[src/rtl/rvh_mmu_ptw_arbiter.sv]
// Shares one page-table-walker request port between the ITLB and DTLB miss queues.
// Round-robin grant into a one-entry output stage, in-flight walk cap, and response steering.
module rvh_mmu_ptw_arbiter #(
  parameter int VPN_WIDTH      = 27,
  parameter int ASID_WIDTH     = 16,
  parameter int TRANS_ID_WIDTH = 4,
  parameter int MAX_INFLIGHT   = 4,
  parameter int CNT_WIDTH      = $clog2(MAX_INFLIGHT + 1)
) (
  input  logic                      clk,
  input  logic                      rstn,

  input  logic                      itlb_req_vld_i,
  input  logic [TRANS_ID_WIDTH-1:0] itlb_req_trans_id_i,
  input  logic [ASID_WIDTH-1:0]     itlb_req_asid_i,
  input  logic [VPN_WIDTH-1:0]      itlb_req_vpn_i,
  input  logic [1:0]                itlb_req_access_type_i,
  output logic                      itlb_req_rdy_o,

  input  logic                      dtlb_req_vld_i,
  input  logic [TRANS_ID_WIDTH-1:0] dtlb_req_trans_id_i,
  input  logic [ASID_WIDTH-1:0]     dtlb_req_asid_i,
  input  logic [VPN_WIDTH-1:0]      dtlb_req_vpn_i,
  input  logic [1:0]                dtlb_req_access_type_i,
  output logic                      dtlb_req_rdy_o,

  output logic                      ptw_req_vld_o,
  output logic [TRANS_ID_WIDTH:0]   ptw_req_trans_id_o,
  output logic [ASID_WIDTH-1:0]     ptw_req_asid_o,
  output logic [VPN_WIDTH-1:0]      ptw_req_vpn_o,
  output logic [1:0]                ptw_req_access_type_o,
  input  logic                      ptw_req_rdy_i,

  input  logic                      ptw_resp_vld_i,
  input  logic [TRANS_ID_WIDTH:0]   ptw_resp_trans_id_i,

  output logic                      itlb_resp_vld_o,
  output logic [TRANS_ID_WIDTH-1:0] itlb_resp_trans_id_o,
  output logic                      dtlb_resp_vld_o,
  output logic [TRANS_ID_WIDTH-1:0] dtlb_resp_trans_id_o,

  output logic [CNT_WIDTH-1:0]      inflight_cnt_o,
  output logic                      busy_o
);

  logic                      pend_q;
  logic                      rr_ptr_q;
  logic [CNT_WIDTH-1:0]      cnt_q;
  logic [TRANS_ID_WIDTH:0]   trans_id_q;
  logic [ASID_WIDTH-1:0]     asid_q;
  logic [VPN_WIDTH-1:0]      vpn_q;
  logic [1:0]                access_type_q;

  logic                      ptw_fire;
  logic                      slot_free;
  logic                      credit_ok;
  logic                      any_vld;
  logic                      admit;
  logic                      winner;
  logic [CNT_WIDTH:0]        occupancy;

  assign ptw_fire  = pend_q & ptw_req_rdy_i;
  assign slot_free = ~pend_q | ptw_fire;

  // Credit is judged on registered state only; a same-cycle response frees credit next cycle.
  assign occupancy = {1'b0, cnt_q} + {{CNT_WIDTH{1'b0}}, pend_q};
  assign credit_ok = occupancy < (CNT_WIDTH + 1)'(MAX_INFLIGHT);

  assign any_vld = itlb_req_vld_i | dtlb_req_vld_i;
  assign admit   = slot_free & credit_ok & any_vld;

  // winner: 0 = ITLB, 1 = DTLB.
  always_comb begin
    // NOTE: default assignment first so every path drives winner and no latch is inferred.
    winner = 1'b0;
    if (itlb_req_vld_i && dtlb_req_vld_i) begin
      winner = rr_ptr_q;
    end else if (dtlb_req_vld_i) begin
      winner = 1'b1;
    end
  end

  assign itlb_req_rdy_o = admit & ~winner;
  assign dtlb_req_rdy_o = admit &  winner;

  // Output stage and round-robin pointer.
  always_ff @(posedge clk or negedge rstn) begin
    if (!rstn) begin
      // NOTE: the payload registers are a handful of flops, not a memory, so they are reset too.
      pend_q        <= 1'b0;
      rr_ptr_q      <= 1'b0;
      trans_id_q    <= '0;
      asid_q        <= '0;
      vpn_q         <= '0;
      access_type_q <= '0;
    end else begin
      // NOTE: non-blocking assignments so every register samples pre-edge values.
      pend_q <= admit | (pend_q & ~ptw_fire);
      if (admit) begin
        rr_ptr_q <= ~winner;
        if (winner) begin
          trans_id_q    <= {1'b1, dtlb_req_trans_id_i};
          asid_q        <= dtlb_req_asid_i;
          vpn_q         <= dtlb_req_vpn_i;
          access_type_q <= dtlb_req_access_type_i;
        end else begin
          trans_id_q    <= {1'b0, itlb_req_trans_id_i};
          asid_q        <= itlb_req_asid_i;
          vpn_q         <= itlb_req_vpn_i;
          access_type_q <= itlb_req_access_type_i;
        end
      end
    end
  end

  // In-flight walk counter; a stray response with nothing outstanding leaves it at zero.
  always_ff @(posedge clk or negedge rstn) begin
    if (!rstn) begin
      cnt_q <= '0;
    end else begin
      case ({ptw_fire, ptw_resp_vld_i})
        2'b10:   cnt_q <= cnt_q + 1'b1;
        2'b01:   if (cnt_q != '0) cnt_q <= cnt_q - 1'b1;
        default: cnt_q <= cnt_q;
      endcase
    end
  end

  assign ptw_req_vld_o         = pend_q;
  assign ptw_req_trans_id_o    = trans_id_q;
  assign ptw_req_asid_o        = asid_q;
  assign ptw_req_vpn_o         = vpn_q;
  assign ptw_req_access_type_o = access_type_q;

  assign itlb_resp_vld_o      = ptw_resp_vld_i & ~ptw_resp_trans_id_i[TRANS_ID_WIDTH];
  assign dtlb_resp_vld_o      = ptw_resp_vld_i &  ptw_resp_trans_id_i[TRANS_ID_WIDTH];
  assign itlb_resp_trans_id_o = ptw_resp_trans_id_i[TRANS_ID_WIDTH-1:0];
  assign dtlb_resp_trans_id_o = ptw_resp_trans_id_i[TRANS_ID_WIDTH-1:0];

  assign inflight_cnt_o = cnt_q;
  assign busy_o         = pend_q | (cnt_q != '0);

  resp_with_nothing_inflight: assert property (
    @(posedge clk) disable iff (!rstn) !(ptw_resp_vld_i && (cnt_q == '0))
  );

  cnt_within_cap: assert property (
    @(posedge clk) disable iff (!rstn) ({1'b0, cnt_q} <= (CNT_WIDTH + 1)'(MAX_INFLIGHT))
  );

endmodule

[config.mk]
export PLATFORM = sky130hd
export DESIGN_NAME = rvh_mmu_ptw_arbiter
export DESIGN_NICKNAME = d
export VERILOG_FILES = /design/src/rtl/rvh_mmu_ptw_arbiter.sv
export SDC_FILE = /design/constraint.sdc
export NUM_CORES = 1
export LEC_CHECK = 0
export CAP_MARGIN = 20
export CORE_MARGIN = 2
export CORE_UTILIZATION = 35
export CTS_CLUSTER_DIAMETER = 40
export DETAILED_ROUTE_END_ITERATION = 8
export GPL_TIMING_DRIVEN = 0
export PLACE_DENSITY_LB_ADDON = 0.1
export SLEW_MARGIN = 20
export SYNTH_ARGS = -nofsm -noshare
export SYNTH_HDL_FRONTEND = slang
export SYNTH_SLANG_ARGS = --single-unit
[constraint.sdc]
create_clock -name clk -period 1.8 [get_ports clk]
set_clock_uncertainty 0.05 [all_clocks]
set_input_delay 0.36 -clock clk [delete_from_list [all_inputs] [get_ports clk]]
set_output_delay 0.36 -clock clk [all_outputs]
set_load 0.1 [all_outputs]
-- Word level (Yosys, flattened, before mapping)
Cells that the tools add are included.
Widths: inputs -> output; s select.
- input bits: 109
- logic and storage cells: 42
- bits in registers: 55
- output and inout port bits: 67
- bitwise gates (word level): 16
- magnitude comparators: 1
- add/sub/neg operators: 3
- equality and inequality tests: 3
- reduce and logical (&&, ||, !) cells: 4
- multiplexer cells: 8
- operators by type and width (operator ; number):
    $mux 27 ; 1
    $mux 16 ; 1
    $and 1x1->1 ; 8
    $pmux 3 s2 ; 1
    $mux 5 ; 1
    $add 3x1->4 ; 1
    $lt 4x3->1 const B ; 1
    $not 1->1 ; 4
    $or 1x1->1 ; 4
    $add 3x1->3 const B ; 1
    $mux 3 ; 1
    $reduce_bool 3->1 ; 1
    $sub 3x1->3 const B ; 1
    $eq 2x1->1 const B ; 1
    $eq 2x2->1 const B ; 1
    $mux 1 ; 2
    $mux 2 ; 1
    $ne 2x2->1 const B ; 1
    $reduce_and 2->1 ; 1
    $reduce_bool 2->1 ; 1
    $logic_and 1x1->1 ; 1

-- Depth between registers and ports, before layout
- depth after elaboration: 5
- depth in mapped cells: 8
- gate-level depth less buffers: 6

-- Least setup slack after synthesis
OpenSTA, ideal clock, no wires.
- kind: register -> output
- from: register cnt_q[2], in the netlist inflight_cnt_o[2]
- to: output port dtlb_req_rdy_o
- arrival time: 2931 ps
- stages on the path, launching flop included: 6
- setup slack: -1541 ps
- buffers on the path: 2
- cell sequence: dfrtp_1 o21ba_1 buf_2 clkbuf_1 nand3_1 nor2_1
- cells in the longest elaborated chain, start to end: 5
- ends and longest elaborated chain (what ; RTL line ; text):
    start, declared ; 48 ; logic [CNT_WIDTH-1:0] cnt_q;
    start signal, assigned ; 122 ; 2'b10: cnt_q <= cnt_q + 1'b1;
    start signal, assigned ; 123 ; 2'b01: if (cnt_q != '0) cnt_q <= cnt_q - 1'b1;
    start signal, assigned ; 124 ; default: cnt_q <= cnt_q;
    $add 3x1->4 ; 66 ; assign occupancy = {1'b0, cnt_q} + {{CNT_WIDTH{1'b0}}, pend_q};
    $lt 4x3->1 ; 67 ; assign credit_ok = occupancy < (CNT_WIDTH + 1)'(MAX_INFLIGHT);
    $and 1x1->1 (2 in series) ; 70 ; assign admit = slot_free & credit_ok & any_vld;
    $and 1x1->1 ; 84 ; assign dtlb_req_rdy_o = admit & winner;
    end, declared ; 25 ; output logic dtlb_req_rdy_o,
No other way between the ends.

-- Worst setup path in the final report
- from: register pend_q, in the netlist ptw_req_vld_o
- to: output port dtlb_req_rdy_o
- cells in the longest elaborated chain, start to end: 5
- elaborated cells between the ends (all ways): 8
- those cells by class: add/sub (1); order compare (1); bitwise (6)
- ends and longest elaborated chain (what ; RTL line ; text):
    start, declared ; 46 ; logic pend_q;
    start signal, assigned ; 98 ; pend_q <= admit | (pend_q & ~ptw_fire);
    $add 3x1->4 (tied with other cells) ; 66 ;
    $lt 4x3->1 or $or 1x1->1 (tied branches) ; 67, 63 ;
    $and 1x1->1 (*) (2 in series) ; 70 ;
    $and 1x1->1 (*) ; 84 ;
Mark *: on every way between the ends. The rest lies on a longest branch, timed or not.

==> results list <==
- The signal on the critical path passes through buf_6 > nand3_4 > clkbuf_16 > nand3_4 > nor2_4 > buf_12.
- The hold violation count in the final report is 0.
* Detail-routed net length per standard cell: around 18 um
- For this configuration, the core starts out at a cell density of 0.360.
- Endpoint type of the worst setup path: output pin
- Clock latency on the worst-skew pair, taken at its later pin, is around 300 ps.
- Critical-path cell with the highest stage delay: sky130_fd_sc_hd__dfrtp_4
- After global routing the overflow that remains totals 0.
* Count of clock tree sinks: between 50 and 60
- Setup slack on the critical path of the routed design comes to -194 ps.
- Number of placement rows: 34
- The clock passes through at most 2 buffers.
* Logic depth of the worst register-to-register path: 7
- The detailed router finished its first iteration with around 130 violations.
* Final core utilization: 0.634
- The count of final max-slew check failures was 0.
* Clock transition at the registers of the reported paths: approximately 100 ps
- Start point of the worst min-delay path: dtlb_req_vld_i
- Ranked by total cell area, the synthesized netlist is headed by sky130_fd_sc_hd__dfrtp_1 (44%), sky130_fd_sc_hd__a31oi_1 (20%), sky130_fd_sc_hd__nand3b_1 (12%).
- Area share of the largest cell type after synthesis: 0.438
- Via-per-instance ratio: about 5.5
- Synth-to-Final Area Change: 75.8%
- Fraction of synthesized cell area in xor and xnor cells: 0.00279
- Most frequent cells in the layout: sky130_fd_sc_hd__clkdlybuf4s50_1 (99), sky130_fd_sc_hd__a31oi_1 (98), sky130_fd_sc_hd__clkdlybuf4s15_2 (54), sky130_fd_sc_hd__dfrtp_1 (51)
- Width of the die: slightly below 100 um
* Number of max-cap violations: 0
- Number of H-tree levels: 2
- The compound-gate portion of the synthesized area came to 0.293.
* Area fraction in and, or, nand and nor cells after synthesis: 0.150
* Sequential cell area: 1390 um2
* Net count after synthesis: around 450
- Critical path peak fanout: 4
* Maximum single-stage delay on the critical path: roughly 530 ps
- Placer's final routability congestion estimate: between 0.8 and 0.9
- Remaining antenna violation count: 0
- Number of fillers in the final layout: between 700 and 800
- Clk Tree Root Cell: sky130_fd_sc_hd__clkbuf_8
- Of the total synthesized cell area, the portion taken by full adders, half adders and majority gates is 0.00637.
- At the pin with the least slew margin, the transition time is between 900 and 1000 ps.
- The routed design could run at a clock period as short as 1990 ps.
* Worst slew margin: 0.365
- The run finished, with violations left.
- After the last flow step, the layout net total stands at 641.
- Setup repair after global routing could not meet its margin everywhere.
- Before antenna repair, the detailed router went through 4 iterations.
- Most used cell, CP: sky130_fd_sc_hd__nand3_4
- First-pass GRT wire length: ~18000 um
* Total Die Area: between 9000 and 10000 um2
- Critical Path RT: 1390 ps
- Portion of netlist area occupied by mux cells: 0.0207
- Endpoint of the worst hold path: rr_ptr_q$_DFFE_PN0P_
- The mapped netlist covers roughly 3100 um2.
- Fmax achieved: approximately 500 MHz
- For this run, the number of Yosys warnings is 0.
- For this design the top-level I/O count stands at roughly 180.
* Post-Synthesis Cells: about 340
- Along the worst hold path, the cell count comes to 3.
- Reg-to-reg setup timing slack: -20 ps
- Height of the die: slightly below 100 um
- Pin count of the biggest net entering global routing: 34
* Detailed-placement wirelength estimate: ~8100 um
- The via count of the first global-routing pass was 3575.
* Part of the Yosys area used for sequential elements: 0.438
- Path type of the worst min-delay path: input pin to flop
- Setup TNS Final: -620 ps
* Reg2reg start: ptw_req_vld_o$_DFF_PN0_
- The count of buffers added on input and output ports is 170.
- Of the cells placed in the final design, the portion with a size suffix greater than 1 is 0.261.
- The routed layout has roughly 3500 vias.
* Std-Cell Core Area: between 8000 and 9000 um2
- Unique masters post-synth: 31
- The worst register-to-register path ends at inflight_cnt_o[2]$_DFFE_PN0P_.
* Leading area contributor after synthesis: sky130_fd_sc_hd__dfrtp_1
- Setup violations remaining at the end of the flow were counted as 5.
- In the global route stage, overall resource usage came out at 0.226.
- Data on the critical path arrives at its endpoint at about 1600 ps.
- Syn_area_per_cell: 9.19 um2
- Final WL: approximately 11000 um
* Number of clock buffers inserted by TritonCTS: 5
- Summing all multi-input logic gate instances after layout gives 1600 um2.
* Antenna violations before repair: 1
* Failing checks: negative setup slack
- Leading cell type in the layout, fill and taps excluded: sky130_fd_sc_hd__clkdlybuf4s50_1
- DRC violations left: 0
- The critical path in this run is classified as flop to output pin.
- Post-synthesis sequential element count: 55
- In the finished design, the share of the clock period the worst path needs comes to 1.11.
- Dominant combinational cell family by area after synthesis: compound AO/OA/AOI/OAI gates
- TritonCTS built the clock tree.
- STA classifies the critical path startpoint as a flop.
-- metal layers --
metal,GRT usage,up-vias,wire (um)
li1,-,1674,-
met1,0.297,1703,4840
met2,0.381,141,5500
met3,0.0461,15,772
met4,0.0558,0,161
met5,0,-,0
-- flip-flops by register name, summed over array words and instances (netlist names) --
name,flops
ptw_req_vld_o,1
ptw_req_asid_o,16
ptw_req_vpn_o,27
ptw_req_access_type_o,2
ptw_req_trans_id_o,5
inflight_cnt_o,3
rr_ptr_q,1
-- final cells by class --
cell class / count / area share
Sequential cell: 55 / 0.252
Clock inverter: 2 / 0.00634
Tap cell: 108 / 0.0245
Antenna cell: 1 / 0.000453
Buffer: 52 / 0.0679
Inverter: 3 / 0.00204
Timing Repair Buffer: 184 / 0.343
Clock buffer: 6 / 0.0149
Multi-Input combinational cell: 230 / 0.289
-- cells in the mapped netlist, drive strengths merged --
library cell	instances
a21o	1
nor2b	2
mux2i	2
o21ba	1
nand3b	49
dfrtp	55
clkbuf	35
buf	19
a31oi	98
nand2b	2
nand2	4
inv	3
mux2	4
xnor2	1
nor4bb	1
o21bai	1
or4	1
a22oi	1
a311oi	1
nor2	3
and3	1
o21a	1
a21oi	1
nand3	2
o2bb2ai	1
fa	1
and2	2
o21ai	49
-- cell families after synthesis --
| group | Yosys count |
|---|---|
| AOI/OAI and AO/OA | 155 |
| and+or+nand+nor | 67 |
| buffers and inverters | 57 |
| DFF | 55 |
| muxes | 6 |
| xor gates and xnor gates | 1 |
| adders and majority gates | 1 |
-- how the worst max path moves through the flow --
stage,start,end,slack (ps),depth (start not counted)
final,ptw_req_vld_o$_DFF_PN0_,dtlb_req_rdy_o,-190,6
after global routing,ptw_req_vld_o$_DFF_PN0_,dtlb_req_rdy_o,-240,6
after CTS,inflight_cnt_o[2]$_DFFE_PN0P_,itlb_req_rdy_o,-210,5
after detailed placement,itlb_req_vld_i,itlb_req_rdy_o,-1850,7
after global placement,rstn,inflight_cnt_o[2]$_DFFE_PN0P_,-1910,1
after floorplan,inflight_cnt_o[2]$_DFFE_PN0P_,dtlb_req_rdy_o,-340,5
-- through the flow --
step	setup WS (ps)	std cells	cell area, um2	hold slack [ps]
after floorplan	-342	342	3260	14.4
after global placement	-1910	620	5100	441
after detailed placement	-1850	621	5110	234
after CTS	-214	637	5470	348
after global routing	-242	640	5520	364
final	-194	641	5530	367
-- critical path, delay by kind of cell (launching register included) --
family	cells	cell delay (ps)
buf+inv	3	470
simple gates	3	280
flops	1	530
-- repair_timing --
item / 4_1_cts / 5_1_grt
hold endpoints to repair: 22 / 0
buffers inserted: 8 / 4
resized for setup: 229 / 32
hold buffers: 1 / 0
endpoints found under the setup margin: 120 / 45
pin swaps: 5 / 1
Power is not shown: default switching activity piles up to over one toggle a cycle in this logic, so the estimate is an artifact.
==> edit 1: new RTL, same settings <==
Reset style: synchronous (`rstn`), changed in 2 clocked blocks.
--- a/src/rtl/rvh_mmu_ptw_arbiter.sv
+++ b/src/rtl/rvh_mmu_ptw_arbiter.sv
@@ -85,5 +85,5 @@
 
   // Output stage and round-robin pointer.
-  always_ff @(posedge clk or negedge rstn) begin
+  always_ff @(posedge clk) begin
     if (!rstn) begin
       // NOTE: the payload registers are a handful of flops, not a memory, so they are reset too.
@@ -115,5 +115,5 @@
 
   // In-flight walk counter; a stray response with nothing outstanding leaves it at zero.
-  always_ff @(posedge clk or negedge rstn) begin
+  always_ff @(posedge clk) begin
     if (!rstn) begin
       cnt_q <= '0;
Formal check against the unedited RTL: differs if rstn is asserted again (counterexample within 4 cycles, from zero or initial values and one cycle with rstn low); with rstn held inactive, the same outputs for 10 cycles.
==> edit 1 against the unedited design <==
The run still ends with setup timing left. Sequential share of layout area shrank 3.0 points. Count of clock-buffer cells in the layout grew 1. Cell area shrank 8.7%. Hold slack gained 0.059 ns. Sequential cell count is the same. Worst setup slack gained 0.013 ns. Critical path depth grew 1. Synthesized area shrank 16%. Via count shrank 19%. Wire length shrank 24%. Largest cell class unchanged.
==> edit 1: results (changes against the unedited design) <==
- Via count: 2,868 (-19%)
- Reg2reg path depth: 7 (unchanged)
- Largest net degree at the start of global routing: 16 (-53%)
- TNS Setup: -4.06 ns (-3.44 ns)
- Synth top area cells: dfxtp_1 42%, mux2i_1 19%, o211ai_1 14%, o21ai_0 7.4%, clkbuf_1 3.0%
- FFs w/ async S/R, synth: 0% (-100 points)
- HPWL after DPL: 6260 um (-22%)
- Yosys warnings: 0 (unchanged)
- Hold Path Class: reg2reg
- Count of cell types in the netlist: 30 (-3.2%)
- Hold Startpoint: ptw_req_trans_id_o[4]
- Post-synthesis sequential area ratio: 41.9% (-1.9 points)
- CP startpoint: inflight_cnt_o[0]
- Critical path arrival: 2.17 ns (+0.59 ns)
- CTS clk-pin slew, worst paths: ~0.090 ns
- Port buffer count: 171 (+0.59%)
- Status: finished, violations left
- R2R Setup Slk: -0.18 ns (-0.16 ns)
- Tot GR Track Use: 20.3% (-2.3 points)
- Synth Area in Adders: 0.761% (+0.12 points)
- First-pass GRT wire length: 13,700 um (-24%)
- Nets: 582 (-9.2%)
- XOR/XNOR Fraction of Synth Area: 0.666% (+0.39 points)
- Layout cells sized above 1: 30.2% (+4.1 points)
- Worst skew pair latency: 0.30 ns (about the same)
- Endpoints failing setup: 54 (+49)
- Setup WS post-layout: -0.181 ns (+0.0130 ns)
- CTS root buffer: clkbuf_8
- DRT iter0 DRCs: 100 (-22%)
- Net switching power: ~3700 uW
- Finished Layout Cells: 572 (-11%)
- Worst vdd ir: 0.552 mV
- Vias in the first global route: 2,792 (-22%)
- H-tree depth: 2 (unchanged)
- DRT Pass-1 Iters: 4 (unchanged)
- Drt wl/cell: 15.0 um (-15%)
- Violated checks: setup timing
- Inst Count DP: 542 (-13%)
- Worst slack at placement: -1.73 ns (+0.115 ns)
- Syn_nets: 382 (-15%)
- Filler Cell Count: 602 (-21%)
- Crit Path Class: reg2reg
- Crit path max fanout: 7 (+3)
- Max clock buf depth: 2 (unchanged)
- Mapped Cells: 272 (-20%)
- Worst R2R Start: inflight_cnt_o[0]
- Antenna violations before repair: 0 (-1)
- Synth Area in Compound Gates: 26.0% (-3.3 points)
- Antenna diode count: 0 (-1)
- WHS Path Cells: 2 (-1)
- R2R Path End: ptw_req_asid_o[6]
- Post-synth top flop: dfxtp_1
- Slew @ Worst Pin: 0.952 ns (-0.00400 ns)
- Top cells by count, synth: 55 x dfxtp_1, 49 x mux2i_1, 49 x o211ai_1
- Mux share of post-synthesis cell area: 18.6% (+17 points)
- Routability cong.: 0.718 (-11%)
edit 1: cell type report:
cell class                 instances  area, um2  share of cell area [%]
clock inverter                     1       5.00                  0.0992
timing repair buffer             193       1990                    39.4
clock buffer                       7       76.3                    1.51
buffer                            36        263                    5.21
tap                               99        124                    2.46
sequential                        55       1120                    22.1
multi-input combinational        177       1460                    28.9
inverter                           4       15.0                   0.298
edit 1: cell families (layout without fill, tap and decap cells):
family | Yosys count | in the layout
adders and majority gates | 1 | 1
xor gates and xnor gates | 2 | 2
and+or+nand+nor | 18 | 18
AOI/OAI and AO/OA | 107 | 107
muxes | 49 | 49
buffers and inverters | 40 | 241
DFF | 55 | 55
edit 1: worst min path at each step:
stage,end
global placement,ptw_req_trans_id_o[4]
floorplan,ptw_req_asid_o[10]
global route,ptw_req_trans_id_o[4]
detailed placement,ptw_req_trans_id_o[4]
finish,ptw_req_trans_id_o[4]
CTS,ptw_req_trans_id_o[4]
edit 1: stage by stage:
| stage | instance area, um2 | total power (uW) | hold WS (ns) |
|---|---|---|---|
| detailed placement | 4510 | 5810 | 0.409 |
| global route | 5040 | 7210 | 0.468 |
| floorplan | 2670 | 4730 | 0.484 |
| global placement | 4510 | 5760 | 0.403 |
| finish | 5040 | 6900 | 0.426 |
| CTS | 4940 | 6800 | 0.420 |
edit 1: worst max-delay path: stages (launching register included):
cell	delay, ns
dfxtp_4	0.36
a311o_1	0.36
buf_6	0.14
buf_6	0.12
or3b_4	0.46
buf_6	0.17
clkbuf_16	0.15
o21ai_1	0.10
edit 1: routing by layer:
layer	track usage (%)	part of all wire [%]	wire, um
met1	22.9	39	3320
met2	36.4	51	4390
met3	7.26	8.6	740
met5	0	0	0
met4	4.49	1.4	116
edit 1: power groups by stage:
| stage | registers, uW | clock network (uW) | logic, uW |
|---|---|---|---|
| after floorplan | 3620 | 0 | 1110 |
| after global placement | 1690 | 0 | 4070 |
| after detailed placement | 1710 | 0 | 4100 |
| after CTS | 1670 | 693 | 4440 |
| after global routing | 1710 | 755 | 4740 |
| final | 1670 | 667 | 4560 |
edit 1: timing repair:
action,CTS,global route
setup endpoints to repair,117,55
cloned,3,1
gates resized for setup,288,20
pin swaps,31,5
buffers inserted,14,4
==> edit 2: new RTL, same settings <==
Without the edit above. Change the parameter `MAX_INFLIGHT` from 4 to 8.
--- a/src/rtl/rvh_mmu_ptw_arbiter.sv
+++ b/src/rtl/rvh_mmu_ptw_arbiter.sv
@@ -5,5 +5,5 @@
   parameter int ASID_WIDTH     = 16,
   parameter int TRANS_ID_WIDTH = 4,
-  parameter int MAX_INFLIGHT   = 4,
+  parameter int MAX_INFLIGHT   = 8,
   parameter int CNT_WIDTH      = $clog2(MAX_INFLIGHT + 1)
 ) (
Ports: changed (resized inflight_cnt_o); port bits go from 176 to 177. The function was not compared with the original's and may differ.
==> edit 2 against the unedited design <==
The run still ends with setup timing left. Utilization increased by 3.0 points. Critical path depth shrank 3. Wire length is 8.6% higher. Cell area grew 5.7%. Via count increased by 8.2%. Sequential cell count grew 1. Worst setup slack lost 0.14 ns. Synthesized area rose by 2.0%. Largest cell class unchanged.
==> edit 2: results (changes against the unedited design) <==
- Mux share of post-synthesis cell area: 1.01% (-1.1 points)
- Rel. slew slack: 35.9% (-0.63 points)
- Synth Area in Adders: 0.390% (-0.25 points)
- Antenna diode count: 0 (-1)
- R2R Setup Slk: -0.23 ns (-0.21 ns)
- Endpoints failing setup: 55 (+50)
- Multi-input gate area: 1720 um2 (+7.4%)
- Status: finished, violations left
- CP max stage delay: 0.50 ns (-0.03 ns)
- Filler Cell Count: 737 (-3.7%)
- Synth top area cells: dfrtp_1 44%, a31oi_1 19%, nand3b_1 11%, o21ai_0 7.8%, clkbuf_1 4.3%
- DRT iter0 DRCs: 164 (+27%)
- Worst hold slack: 0.319 ns (-0.0474 ns)
- Largest net degree at the start of global routing: 55 (+62%)
- Vias per cell: 5.77 (+4.7%)
- Met2 wire len: 6070 um (+10%)
- Vias in the first global route: 3,748 (+4.8%)
- Top cells by count, synth: 99 x a31oi_1, 56 x dfrtp_1, 50 x o21ai_0
- XOR/XNOR Fraction of Synth Area: 0.273% (-0.0054 points)
- Met2 Usage GRT: 40.1% (+2.0 points)
- Violated checks: setup timing
- CP startpoint: inflight_cnt_o[2]
- Met3 WL: 856 um (+11%)
- Setup WS post-layout: -0.338 ns (-0.144 ns)
- Critical path arrival: 1.73 ns (+0.15 ns)
## edit 2: timing repair
item / CTS / global route
hold buffers: 1 / 0
cloned: 3 / 0
buffers inserted: 19 / 1
pin swaps: 4 / 4
resized for setup: 262 / 19
setup endpoints to repair: 119 / 57
endpoints found under the hold margin: 2 / 0
## edit 2: per-stage QoR
stage          area, um2  power, uW  std cells  util [%]  TNS (ns)
2_1_floorplan       3290       7830        352         -     -1.39
3_3_place_gp        5130       9700        630      58.3   -121.97
3_5_place_dp        5160       9760        631      58.6    -32.71
4_1_cts             5700      10800        661      64.8     -2.83
5_1_grt             5840      11400        662      66.3    -12.08
6_report            5840      11000        662      66.3     -8.02
## edit 2: worst reg2reg max path, cell delays in order, from the launching register on
cell	delay [ns]
dfrtp_4	0.44
buf_4	0.15
nand4_1	0.17
buf_4	0.18
buf_4	0.12
buf_6	0.12
and3_4	0.19
buf_6	0.13
buf_12	0.12
buf_6	0.13
a31oi_1	0.15
